$ cat config.mk
export PLATFORM = sky130hd
export DESIGN_NAME = tx_pkt_arbiter
export DESIGN_NICKNAME = d
export VERILOG_FILES = /design/src/rtl/global_types.sv /design/src/rtl/rr_pick2.sv /design/src/rtl/tx_pkt_arbiter.sv
export SDC_FILE = /design/constraint.sdc
export NUM_CORES = 1
export LEC_CHECK = 0
export ABC_AREA = 1
export BUFFER_PORTS_ARGS = -buffer_cell sky130_fd_sc_hd__buf_2
export CAP_MARGIN = 20
export CORE_MARGIN = 2
export CORE_UTILIZATION = 25
export CTS_BUF_LIST = sky130_fd_sc_hd__clkbuf_16
export CTS_CLUSTER_DIAMETER = 60
export DETAILED_ROUTE_END_ITERATION = 10
export PLACE_DENSITY = 0.57
export SLEW_MARGIN = 20
export SYNTH_ARGS = -nofsm -noshare
export SYNTH_HDL_FRONTEND = slang
export SYNTH_HIERARCHICAL = 1
export SYNTH_SLANG_ARGS = --single-unit
$ cat constraint.sdc
create_clock -name sys_clk -period 4.2 [get_ports sys_clk]
set_input_delay 0.84 -clock sys_clk [delete_from_list [all_inputs] [get_ports sys_clk]]
set_output_delay 0.84 -clock sys_clk [all_outputs]
set_load 0.03 [all_outputs]
$ cat src/rtl/global_types.sv
// Shared Avalon-ST beat type, arbiter state encoding and sizing constant for the TX path.
package global_types;

  // 1536-byte frame at 32 bits per beat
  localparam int MAX_WORDS_DEF = 384;

  typedef struct packed {
    logic [31:0] data;
    logic        sop;
    logic        eop;
    logic [1:0]  empty;
    logic        valid;
  } avln_st;

  typedef enum logic [1:0] {
    ARB_IDLE  = 2'd0,
    ARB_FWD   = 2'd1,
    ARB_DRAIN = 2'd2
  } arb_state_t;

endpackage

$ cat src/rtl/rr_pick2.sv
// Two-way round-robin pick: a lone request wins, a tie goes to the side not granted last.
// Latency: purely combinational.
// Backpressure: none; the caller decides when the pick is taken.
module rr_pick2 (
  input  logic [1:0] req,
  input  logic       last,
  output logic [1:0] pick
);

  always_comb begin
    pick = 2'b00;
    case (req)
      2'b01:   pick = 2'b01;
      2'b10:   pick = 2'b10;
      2'b11:   pick = last ? 2'b01 : 2'b10;
      default: pick = 2'b00;
    endcase
  end

endmodule

$ cat src/rtl/tx_pkt_arbiter.sv
// Packet-atomic 2:1 Avalon-ST arbiter for the TSE transmit port; ARB_STATS_EN adds per-source counters.
// Latency: one idle bubble to register the grant, then zero-latency pass-through of the owner.
// Backpressure: owner's ready follows out_ready; loser held off; orphans and over-length tails discarded.
module tx_pkt_arbiter
  import global_types::*;
#(
  parameter int MAX_WORDS = MAX_WORDS_DEF
) (
  input  logic        sys_clk,
  input  logic        core_reset_n,
  input  avln_st      in0,
  output logic        in0_ready,
  input  avln_st      in1,
  output logic        in1_ready,
  output avln_st      out,
  input  logic        out_ready,
  output logic [1:0]  grant,
  output logic        trunc_flag,
  output logic        orphan_flag,
  output logic [15:0] pkt_cnt0,
  output logic [15:0] pkt_cnt1,
  output logic [7:0]  trunc_cnt
);

  localparam int CW = (MAX_WORDS > 1) ? $clog2(MAX_WORDS) : 1;
  localparam logic [CW-1:0] LAST_IDX = CW'(MAX_WORDS - 1);

  arb_state_t    state, state_nxt;
  logic [1:0]    grant_nxt, req, pick;
  logic          last, last_nxt;
  logic [CW-1:0] beat_cnt, beat_nxt;
  avln_st        sel;
  logic          rdy0, rdy1, accept, at_limit, orphan_set, trunc_set;

  assign sel      = grant[1] ? in1 : in0;
  assign req      = {in1.valid & in1.sop, in0.valid & in0.sop};
  assign at_limit = (beat_cnt == LAST_IDX) && !sel.eop;

  rr_pick2 u_pick (
    .req  (req),
    .last (last),
    .pick (pick)
  );

  always_comb begin
    state_nxt  = state;
    grant_nxt  = grant;
    last_nxt   = last;
    beat_nxt   = beat_cnt;
    out        = '0;
    rdy0       = 1'b0;
    rdy1       = 1'b0;
    accept     = 1'b0;
    orphan_set = 1'b0;
    trunc_set  = 1'b0;
    case (state)
      ARB_IDLE: begin
        // sop beats stay on the input; only mid-packet strays are swallowed here
        rdy0       = in0.valid & ~in0.sop;
        rdy1       = in1.valid & ~in1.sop;
        orphan_set = rdy0 | rdy1;
        if (pick != 2'b00) begin
          state_nxt = ARB_FWD;
          grant_nxt = pick;
          beat_nxt  = '0;
        end
      end
      ARB_FWD: begin
        out = sel;
        if (at_limit) begin
          out.eop   = 1'b1;
          out.empty = 2'b00;
        end
        rdy0   = grant[0] & out_ready;
        rdy1   = grant[1] & out_ready;
        accept = sel.valid & out_ready;
        if (accept) begin
          if (sel.eop) begin
            state_nxt = ARB_IDLE;
            grant_nxt = 2'b00;
            last_nxt  = grant[1];
          end else if (at_limit) begin
            state_nxt = ARB_DRAIN;
            last_nxt  = grant[1];
            trunc_set = 1'b1;
          end else begin
            beat_nxt = beat_cnt + 1'b1;
          end
        end
      end
      ARB_DRAIN: begin
        rdy0 = grant[0];
        rdy1 = grant[1];
        if (sel.valid & sel.eop) begin
          state_nxt = ARB_IDLE;
          grant_nxt = 2'b00;
        end
      end
      default: begin
        state_nxt = ARB_IDLE;
        grant_nxt = 2'b00;
      end
    endcase
  end

  assign in0_ready = rdy0 & core_reset_n;
  assign in1_ready = rdy1 & core_reset_n;

  always_ff @(posedge sys_clk or negedge core_reset_n) begin
    if (!core_reset_n) begin
      state       <= ARB_IDLE;
      grant       <= 2'b00;
      last        <= 1'b1;
      beat_cnt    <= '0;
      trunc_flag  <= 1'b0;
      orphan_flag <= 1'b0;
    end else begin
      state    <= state_nxt;
      grant    <= grant_nxt;
      last     <= last_nxt;
      beat_cnt <= beat_nxt;
      if (trunc_set)  trunc_flag  <= 1'b1;
      if (orphan_set) orphan_flag <= 1'b1;
    end
  end

`ifdef ARB_STATS_EN
  // a forced eop closes a packet just like a real one
  always_ff @(posedge sys_clk or negedge core_reset_n) begin
    if (!core_reset_n) begin
      pkt_cnt0  <= '0;
      pkt_cnt1  <= '0;
      trunc_cnt <= '0;
    end else begin
      if (accept && out.eop && grant[0]) pkt_cnt0 <= pkt_cnt0 + 16'd1;
      if (accept && out.eop && grant[1]) pkt_cnt1 <= pkt_cnt1 + 16'd1;
      if (trunc_set && (trunc_cnt != 8'hFF)) trunc_cnt <= trunc_cnt + 8'd1;
    end
  end
`else
  assign pkt_cnt0  = '0;
  assign pkt_cnt1  = '0;
  assign trunc_cnt = '0;
`endif

endmodule

# After elaboration in Yosys (flattened, before gate mapping)
# Index checks and enable logic that the tools add are counted.
[classes]
eq_ne = 13
add_sub_neg = 1
n_bitwise = 13
n_reduce_logical = 10
n_mux = 29
[ops]
columns = ["cell", "n"]
rows = [
  ["$mux 37", 2],
  ["$mux 9", 4],
  ["$mux 2", 9],
  ["$pmux 2 s3", 3],
  ["$pmux 9 s2", 1],
  ["$ne 2x2->1 const B", 6],
  ["$and 1x1->1", 10],
  ["$add 9x1->9 const B", 1],
  ["$eq 9x9->1 const B", 1],
  ["$reduce_and 4->1", 2],
  ["$mux 1", 7],
  ["$eq 2x2->1 const B", 3],
  ["$pmux 1 s3", 2],
  ["$reduce_bool 2->1", 3],
  ["$reduce_and 5->1", 1],
  ["$eq 2x1->1 const B", 2],
  ["$mux 3", 1],
  ["$ne 3x3->1 const B", 1],
  ["$reduce_and 3->1", 1],
  ["$logic_not 2->1", 1],
  ["$not 1->1", 2],
  ["$logic_and 1x1->1", 1],
  ["$logic_not 1->1", 1],
  ["$or 1x1->1", 1],
]
[word_totals]
register_bits = 16
inputBits = 77
elab_cells = 72

# Depth between registers and ports, before layout
# Gate-level depths: netlist (run 1).
[depth]
depth_word = 7
ltp_mapped = 12
depth_no_buf = 12

# Cells and area by module
# The synthesis (run 1) kept the hierarchy.
[modules_own_cells]
columns = ["module", "area_per_inst_um2", "cells_per_inst", "seq_area_each_um2", "n_inst"]
rows = [
  ["tx_pkt_arbiter", 2006.9, 329, 401.6, 1],
  ["rr_pick2", 21.3, 5, 0.0, 1],
]

# Least setup slack after synthesis (run 1)
# Ideal clock, no wire load.
[synth_path]
path_type = "input -> output"
start = "in in1[3] in the netlist's numbering"
end = "out out[3] in the netlist's numbering"
t_required_ns = 3.360
setup_slack_ns = 1.795
stages = 4
arrival_time_ns = 1.565
cell_sequence = "nand2_1 -> nand2_2 -> inv_2 -> a21oi_1"
[synth_lines]
columns = ["item", "line", "rtl"]
rows = [
  ["start, declared", "tx_pkt_arbiter.sv:13", "input avln_st in1,"],
  ["end, declared", "tx_pkt_arbiter.sv:15", "output avln_st out,"],
]

==> metrics.md, run 1 <==
| Metric | Value |
|---|---|
| Hold Startpoint | orphan_flag$_DFFE_PN0P_ |
| Initial antenna violation count | 0 |
| Met3 Use GR | under 10% |
| Die Height | 94.1 um |
| Drt first pass iters | 4 |
| Avg Cell Area, Syn | 6.07 um^2 |
| Largest net degree at the start of global routing | 46 |
| First-pass GRT wire length | 8580 um |
| Cell count of the worst reg-to-reg path | 7 |
| Met1 Use GR | a little over an eighth |
| Nets@finish | approximately 520 |
| Post-Synthesis Cells | approximately 330 |
| Met2 Track Usage GR | between 20 and 25% |
| Setup violators final | 0 |
| Worst-Skew Late Latency | 250 ps |
| Hold Path Class | register to register |
| # clock sinks | 16 |
| Initial Util | about a quarter |
| Fin crit share | 65.1% |
| Mux share of post-synthesis cell area | 0% |
| Post-synthesis cell type count | 31 |
| Fraction of layout cells with a size suffix above 1 | between 30% and 40% |
| Reg2Reg Setup Slack | 2450 ps |
| Clock-pin slew on the worst setup and hold paths | 50 ps |
| Avg Vias per Cell | 4.23 |
| Achievable Freq | 0.366 GHz |
| Routed Antenna Nets | 0 |
| PD cells | between 600 and 700 mW/mm^2 |
| Routed wire length | 5920 um |
| DRT iter0 DRCs | 131 |
| Wire length per cell | 10.9 um |
| Crit path DAT | 1890 ps |
| H-Tree Depth | 1 |
| Port bufs | ~120 |
| Final hold vios | 0 |
| XOR/XNOR share of the synthesized area | 0% |
| FF-to-FF Start | state[1]$_DFFE_PN0P_ |
| Final core occ | 33.4% |
| Routability cong. | 0.860 |
| CTS tree | yes |
| P&R area growth vs syn | 28.7% |
| IO Count | 160 |
| Crit Path Class | register to primary output |
| GR peak layer | met2 |
| Post-Synth Adder-Cell Area | less than 1% |
| Ys async rst share | 100% |
| Clk_skew | 1.15 ps |
| Post-synth top cells | nand2_1, buf_4, a21oi_1 |
| R2R Path End | beat_cnt[2]$_DFFE_PN0P_ |
| Number of global-route vias before repair | 1,946 |
| Clock Tree Root | clkbuf_16 |
| Synth top area share | between 20% and 30% |
| Ant diodes | 0 |
| Unrepaired setup endpoints after global routing | false |
| Outcome | complete, no violations |
| Die area | 0.00885 mm^2 |
| Fillers | 860 |
| Yosys top cell by area | nand2_1 |
| LEAKAGE | 1.55 nW |
| CP Data Required Time | 3360 ps |
| Overflow after GRT | 0 |
| Largest cells by area after synthesis | nand2_1, dfrtp_1, buf_4, a21oi_1, inv_1 |
| Critical path peak fanout | 38 |
| Drt drc | 0 |
| Worst-Margin Slew | 620 ps |
| Post-synth top flop | dfrtp_1 |
| Most common cell in the netlist | nand2_1 |
| Area fraction in compound gates after synthesis | 12.4% |
| Post-synth EDFFs | 0 |
| Core Region | 0.00781 mm^2 |
| Post-synthesis sequential area ratio | 19.8% |
| Simple logic cell fraction of the synthesized area | 42.6% |
| Period minus WS final | between 2000 and 3000 ps |
| Worst vdd ir | 0.235 mV |
| Slew Viols, Final | 0 |
| Hold_buf cts | 0 |
| Post-Syn Area | 0.00203 mm^2 |
| Hold Crit Endpoint | orphan_flag$_DFFE_PN0P_ |
| Crit path launch type | register |
| Clock Path Buffers | 2 |
| Kind of end point of the critical path | primary output |
| Total GRT Usage | about an eighth |
| Synthesis-stage register bit count | 16 |
| Number of gates resized after CTS | 0 |
| Max_slew headroom | 58.6% |
| Hpwl dp | 4720 um |
| Chip Width | 94.1 um |
| Setup Buffers After CTS | 0 |
| Largest family of logic cells by synthesized area | simple AND/OR/NAND/NOR gates |
| Max Cap Viol | 0 |
| Via count | 2,307 |
| Inserted Clock Buffers | 3 |
| Rows | 32 |
| Fin Setup TNS | 0 ps |
| YS warnings | 6 |
| Fin Hold WS | about 480 ps |
| Worst hold stages | 1 |
[final cells by class]
type / instances / area (um^2) / share of cell area (%)
well taps: 102 / 128 / 4.89
clock inverters: 1 / 3.75 / 0.144
flip-flops and latches: 16 / 402 / 15.4
inverters: 32 / 120 / 4.60
multi-input cells: 271 / 1280 / 49.0
clock buffers: 3 / 75.1 / 2.88
repair buffers: 120 / 603 / 23.1
[worst max-delay path by stage]
stage                         startpoint  endpoint
floorplan                         in1[3]    out[3]
global placement                  in0[3]    out[1]
detailed placement                in0[3]    out[1]
CTS                 grant[1]$_DFFE_PN0P_    out[1]
global route        grant[1]$_DFFE_PN0P_    out[1]
finish              grant[1]$_DFFE_PN0P_    out[2]
[flip-flops by register name, indices dropped and copies added, names as in the netlist]
signal       cells
last             1
beat_cnt         9
state            2
orphan_flag      1
grant            2
trunc_flag       1
[power by group]
group / leakage (nW) / switching, W / internal, W / total (W)
sequential: 0.208 / 0.0000390 / 0.000188 / 0.000227
clock: 0.0385 / 0.0000623 / 0.000127 / 0.000189
combinational: 1.30 / 0.000857 / 0.000300 / 0.00116
[worst max-delay path, stage by stage (launching register included)]
cell and delay [ps]:
dfrtp_1 380, inv_2 460, nand2_4 100, nand2_2 100
inv_2 50, nand3_1 170, o2111ai_1 130, inv_1 70
buf_2 190
[routing by layer]
metal  vias to the layer above  wire, um
met5                         -         0
met1                      1009      2440
met3                         7       496
li1                       1191         -
met2                       100      2920
met4                         0        66
[layout by cell type, fill, tap and decap left out, types with 2 or more instances in the layout]
master     instances
inv_2              6
o21bai_1           2
or2_2              2
nor2_1            12
nand2_1          131
buf_2            119
nand3_1           10
nand2_2            4
nand3_2            5
o2111ai_1          2
clkbuf_16          3
nand2_4            3
conb_1            40
inv_1             26
nand4_1            9
nor2_4             3
dfrtp_1           15
a21oi_1           36
o21ai_0            2
nor2_2             2
[cells by family (layout without fill, tap and decap cells)]
logic type,after synthesis,in the layout
and+or+nand+nor,185,185
DFF,16,16
buffers and inverters,86,156
other,1,40
AOI/OAI and AO/OA,45,45
adders and majority gates,1,1
[through the flow]
stage	setup WS [ps]	instance area, um^2	cells	power (W)
2_1_floorplan	1790	2170	373	0.00114
3_3_place_gp	1640	2530	541	0.00139
3_5_place_dp	1630	2530	541	0.00139
4_1_cts	1430	2610	545	0.00159
5_1_grt	1290	2610	545	0.00170
6_report	1470	2610	545	0.00157
No activity file was read; power rests on OpenSTA's default activity.
==> run 2, diff against run 1 <==
--- a/config.mk
+++ b/config.mk
@@ -5,7 +5,7 @@
 export SDC_FILE = /design/constraint.sdc
 export NUM_CORES = 1
 export LEC_CHECK = 0
-export ABC_AREA = 1
+export ABC_AREA = 0
 export BUFFER_PORTS_ARGS = -buffer_cell sky130_fd_sc_hd__buf_2
 export CAP_MARGIN = 20
 export CORE_MARGIN = 2
@@ -13,7 +13,7 @@
 export CTS_BUF_LIST = sky130_fd_sc_hd__clkbuf_16
 export CTS_CLUSTER_DIAMETER = 60
 export DETAILED_ROUTE_END_ITERATION = 10
-export PLACE_DENSITY = 0.57
+export PLACE_DENSITY = 0.59
 export SLEW_MARGIN = 20
 export SYNTH_ARGS = -nofsm -noshare
 export SYNTH_HDL_FRONTEND = slang
==> constraint.sdc (replaced) <==
create_clock -name sys_clk -period 2.7 [get_ports sys_clk]
set_input_delay 0.54 -clock sys_clk [delete_from_list [all_inputs] [get_ports sys_clk]]
set_output_delay 0.54 -clock sys_clk [all_outputs]
set_load 0.03 [all_outputs]
==> metrics.md, run 2 <==
| Metric | Value |
|---|---|
| Outcome | complete, no violations |
| Post-synth top cells | buf_4, nor2_1, mux2i_1 |
| Total GRT Usage | 12.7% (+0.67 points) |
| Avg Vias per Cell | 4.33 (+2.4%) |
| Routed wire length | 5340 um (-9.8%) |
| Wire length per cell | 12.2 um (+12%) |
| Ys async rst share | 100% (unchanged) |
| Finished layout cell area | 0.00248 mm^2 (-5.0%) |
| Initial Util | 25.7% (-0.24 points) |
| Ant diodes | 0 (unchanged) |
| Rows | 31 (-3.1%) |
| Fin crit share | between 80% and 90% |
| Synthesis-stage register bit count | 16 (unchanged) |
| Layout Cells excl Fill | 439 (-19%) |
| CP Cell Sequence | ha_1 -> and3_1 -> nand3_1 -> o21ai_1 -> nor2_1 -> buf_2 |
| Chip Width | 90.2 um (-4.1%) |
| Core Region | 0.00721 mm^2 (-7.6%) |
| Crit Path Class | register to primary output |
| Worst vdd ir | 0.346 mV (+47%) |
| Post-synthesis cell type count | 46 (+48%) |
| Routability cong. | 0.817 (-4.9%) |
| Number of global-route vias before repair | 1,819 (-6.5%) |
| Critical path peak fanout | 6 (-84%) |
| Dpl cell area | 0.00240 mm^2 (-5.1%) |
| Drt drc | 0 (unchanged) |
| Clock Tree Root | clkbuf_16 |
| Most common cell after layout, fill and taps aside | buf_2 |
| Largest Register | beat_cnt |
| Achievable Freq | 0.420 GHz |
| Met2 wire len | 2660 um (-8.9%) |
| Kind of end point of the critical path | primary output |
| YS warnings | 6 (unchanged) |
| # clock sinks | 16 (unchanged) |
| Final hold vios | 0 (unchanged) |
| Post-synthesis sequential area ratio | 21.6% (+1.8 points) |
| Clk_skew | 4.29 ps (+3.13 ps) |
| Setup violators final | 0 (unchanged) |
| Final core occ | 34.4% (+0.94 points) |
| Largest cells by area after synthesis | dfrtp_1, mux2i_1, buf_4, nor2_1, a221o_1 |
| Largest net degree at the start of global routing | 40 (-13%) |
| P&R area growth vs syn | 33.6% |
| DRT iter0 DRCs | 108 (-18%) |
| First-pass GRT wire length | 8520 um (-0.64%) |
| Cell family with most CP delay | simple AND/OR/NAND/NOR gates |
| WL met1 | 2180 um (-11%) |
| Worst slack, placed | 463 ps (-1170 ps) |
| Hpwl dp | 4550 um (-3.5%) |
| Post-synth top flop | dfrtp_1 |
| Via count | 1,903 (-18%) |
| Initial antenna violation count | 0 (unchanged) |
| Met3 WL | 313 um (-37%) |
| Crit path DAT | 1840 ps (-50 ps) |
| Placed insts | 435 (-20%) |
| Die Height | 90.2 um (-4.1%) |
| Top Registers | beat_cnt: 9 flops, grant: 2 flops, state: 2 flops |
| Hold_buf cts | 0 (unchanged) |
| Top Layer Used | met4 |
| First element of the critical path | beat_cnt[1]$_DFFE_PN0P_ |
| IO Count | 160 (unchanged) |
| Largest register FFs | 9 (unchanged) |
| Avg Cell Area, Syn | 8.18 um^2 (+35%) |
| Clock-pin slew on the worst setup and hold paths | 50 ps (about the same) |
| Crit path largest cell delay | 380 ps (-80 ps) |
| PD cells | 987 mW/mm^2 (+64%) |
| Post-Syn Area | 0.00186 mm^2 (-8.5%) |
| Hold Path Class | primary input to asynchronous set/reset pin |
| Crit path launch type | register |
| Unrepaired setup endpoints after global routing | false |
| Synth top area share | 20.2% (-4.0 points) |
| Clock Path Buffers | 2 (unchanged) |
| LEAKAGE | 1.36 nW (-12%) |
| Inserted Clock Buffers | 3 (unchanged) |
| Die area | 0.00813 mm^2 (-8.1%) |
| Slew Viols, Final | 0 (unchanged) |
| Fin Setup TNS | 0 ps (unchanged) |
| Nets@finish | 419 (-20%) |
| Worst-Skew Late Latency | 250 ps (about the same) |
| Port bufs | 119 (unchanged) |
| Post-synth EDFFs | 0 (unchanged) |
| Drt first pass iters | 4 (unchanged) |
| Slowest library cell on the worst path | dfrtp_1 |
| Yosys top cell by area | dfrtp_1 |
| Most frequent cells in the layout | buf_2, nor2_1, conb_1, mux2i_1, dfrtp_1 |
| Routed Antenna Nets | 0 (unchanged) |
| Fraction of layout cells with a size suffix above 1 | 40.6% (+6.3 points) |
| FF-to-FF Start | state[0]$_DFFE_PN0P_ |
| H-Tree Depth | 1 (unchanged) |
| Period minus WS final | 2380 ps |
| CP Data Required Time | 2160 ps (-1200 ps) |
| Fin worst setup slack | 319 ps (-1150 ps) |
| Worst Path Buf+Inv | 1 (-3) |
| Overflow after GRT | 0 (unchanged) |
| Max Cap Viol | 0 (unchanged) |
| Post-Synthesis Cells | 227 (-32%) |
| CTS tree | yes |
[run 2: changes by cell type after synthesis, sizes merged, moves of 4 or more]
cell   change
a221o      +4
nand3      -9
mux2i     +37
and2       +5
a21oi     -33
inv       -27
nand2    -131
nand4     -10
nor2b      +4
nor2      +24
[run 2: routing by layer]
metal | vias up | GRT usage, %
met1 | 865 | 14.8
met4 | 0 | 7.05
met3 | 13 | 1.51
li1 | 937 | -
met2 | 88 | 22.4
met5 | - | 0
[run 2: final timing paths]
path                                                 to  slack [ps]  depth (start not counted)
worst max register to register     state[0]$_DFFE_PN0P_         740                          5
min in group sys_clk            orphan_flag$_DFFE_PN0P_         450                          1
max in group asynchronous          state[1]$_DFFE_PN0P_        2170                          2
worst max-delay path                             out[1]         320                          6
worst min-delay path            beat_cnt[7]$_DFFE_PN0P_         140                          1
worst min register to register  orphan_flag$_DFFE_PN0P_         450                          1
[run 2: report_power, final]
part	internal (W)	leakage [nW]	switching (W)
combinational	0.000590	1.12	0.00119
clock	0.000196	0.0423	0.0000923
sequential	0.000302	0.198	0.0000818
[run 2: per-stage QoR]
step,power (W),hold slack (ps)
global placement,0.00216,408
detailed placement,0.00218,411
global route,0.00262,148
CTS,0.00247,148
floorplan,0.00175,244
finish,0.00245,140
[run 2: final cells by class]
type                    instances  area, um^2
clock buffers                   3        75.1
clock inverters                 1        3.75
fillers                       781        4730
inverters                       5        18.8
multi-input cells             192        1220
flip-flops and latches         16         403
well taps                      99         124
repair buffers                123         638
[run 2: timing repair]
action                     CTS  global route
hold endpoints to repair     0             0
gates resized for setup      0             1
setup buffers                0             0
setup endpoints to repair    0             2
[run 2: cells by family (layout without fill, tap and decap cells)]
| logic type | count (synthesis) | count (layout) | synth area share (%) |
|---|---|---|---|
| and+or+nand+nor | 80 | 80 | 21.0 |
| DFF | 16 | 16 | 21.6 |
| buffers and inverters | 58 | 132 | 20.7 |
| AOI/OAI and AO/OA | 31 | 31 | 13.9 |
| adders and majority gates | 1 | 1 | 0.674 |
| other | 1 | 40 | 0.202 |
| muxes | 40 | 40 | 22.0 |
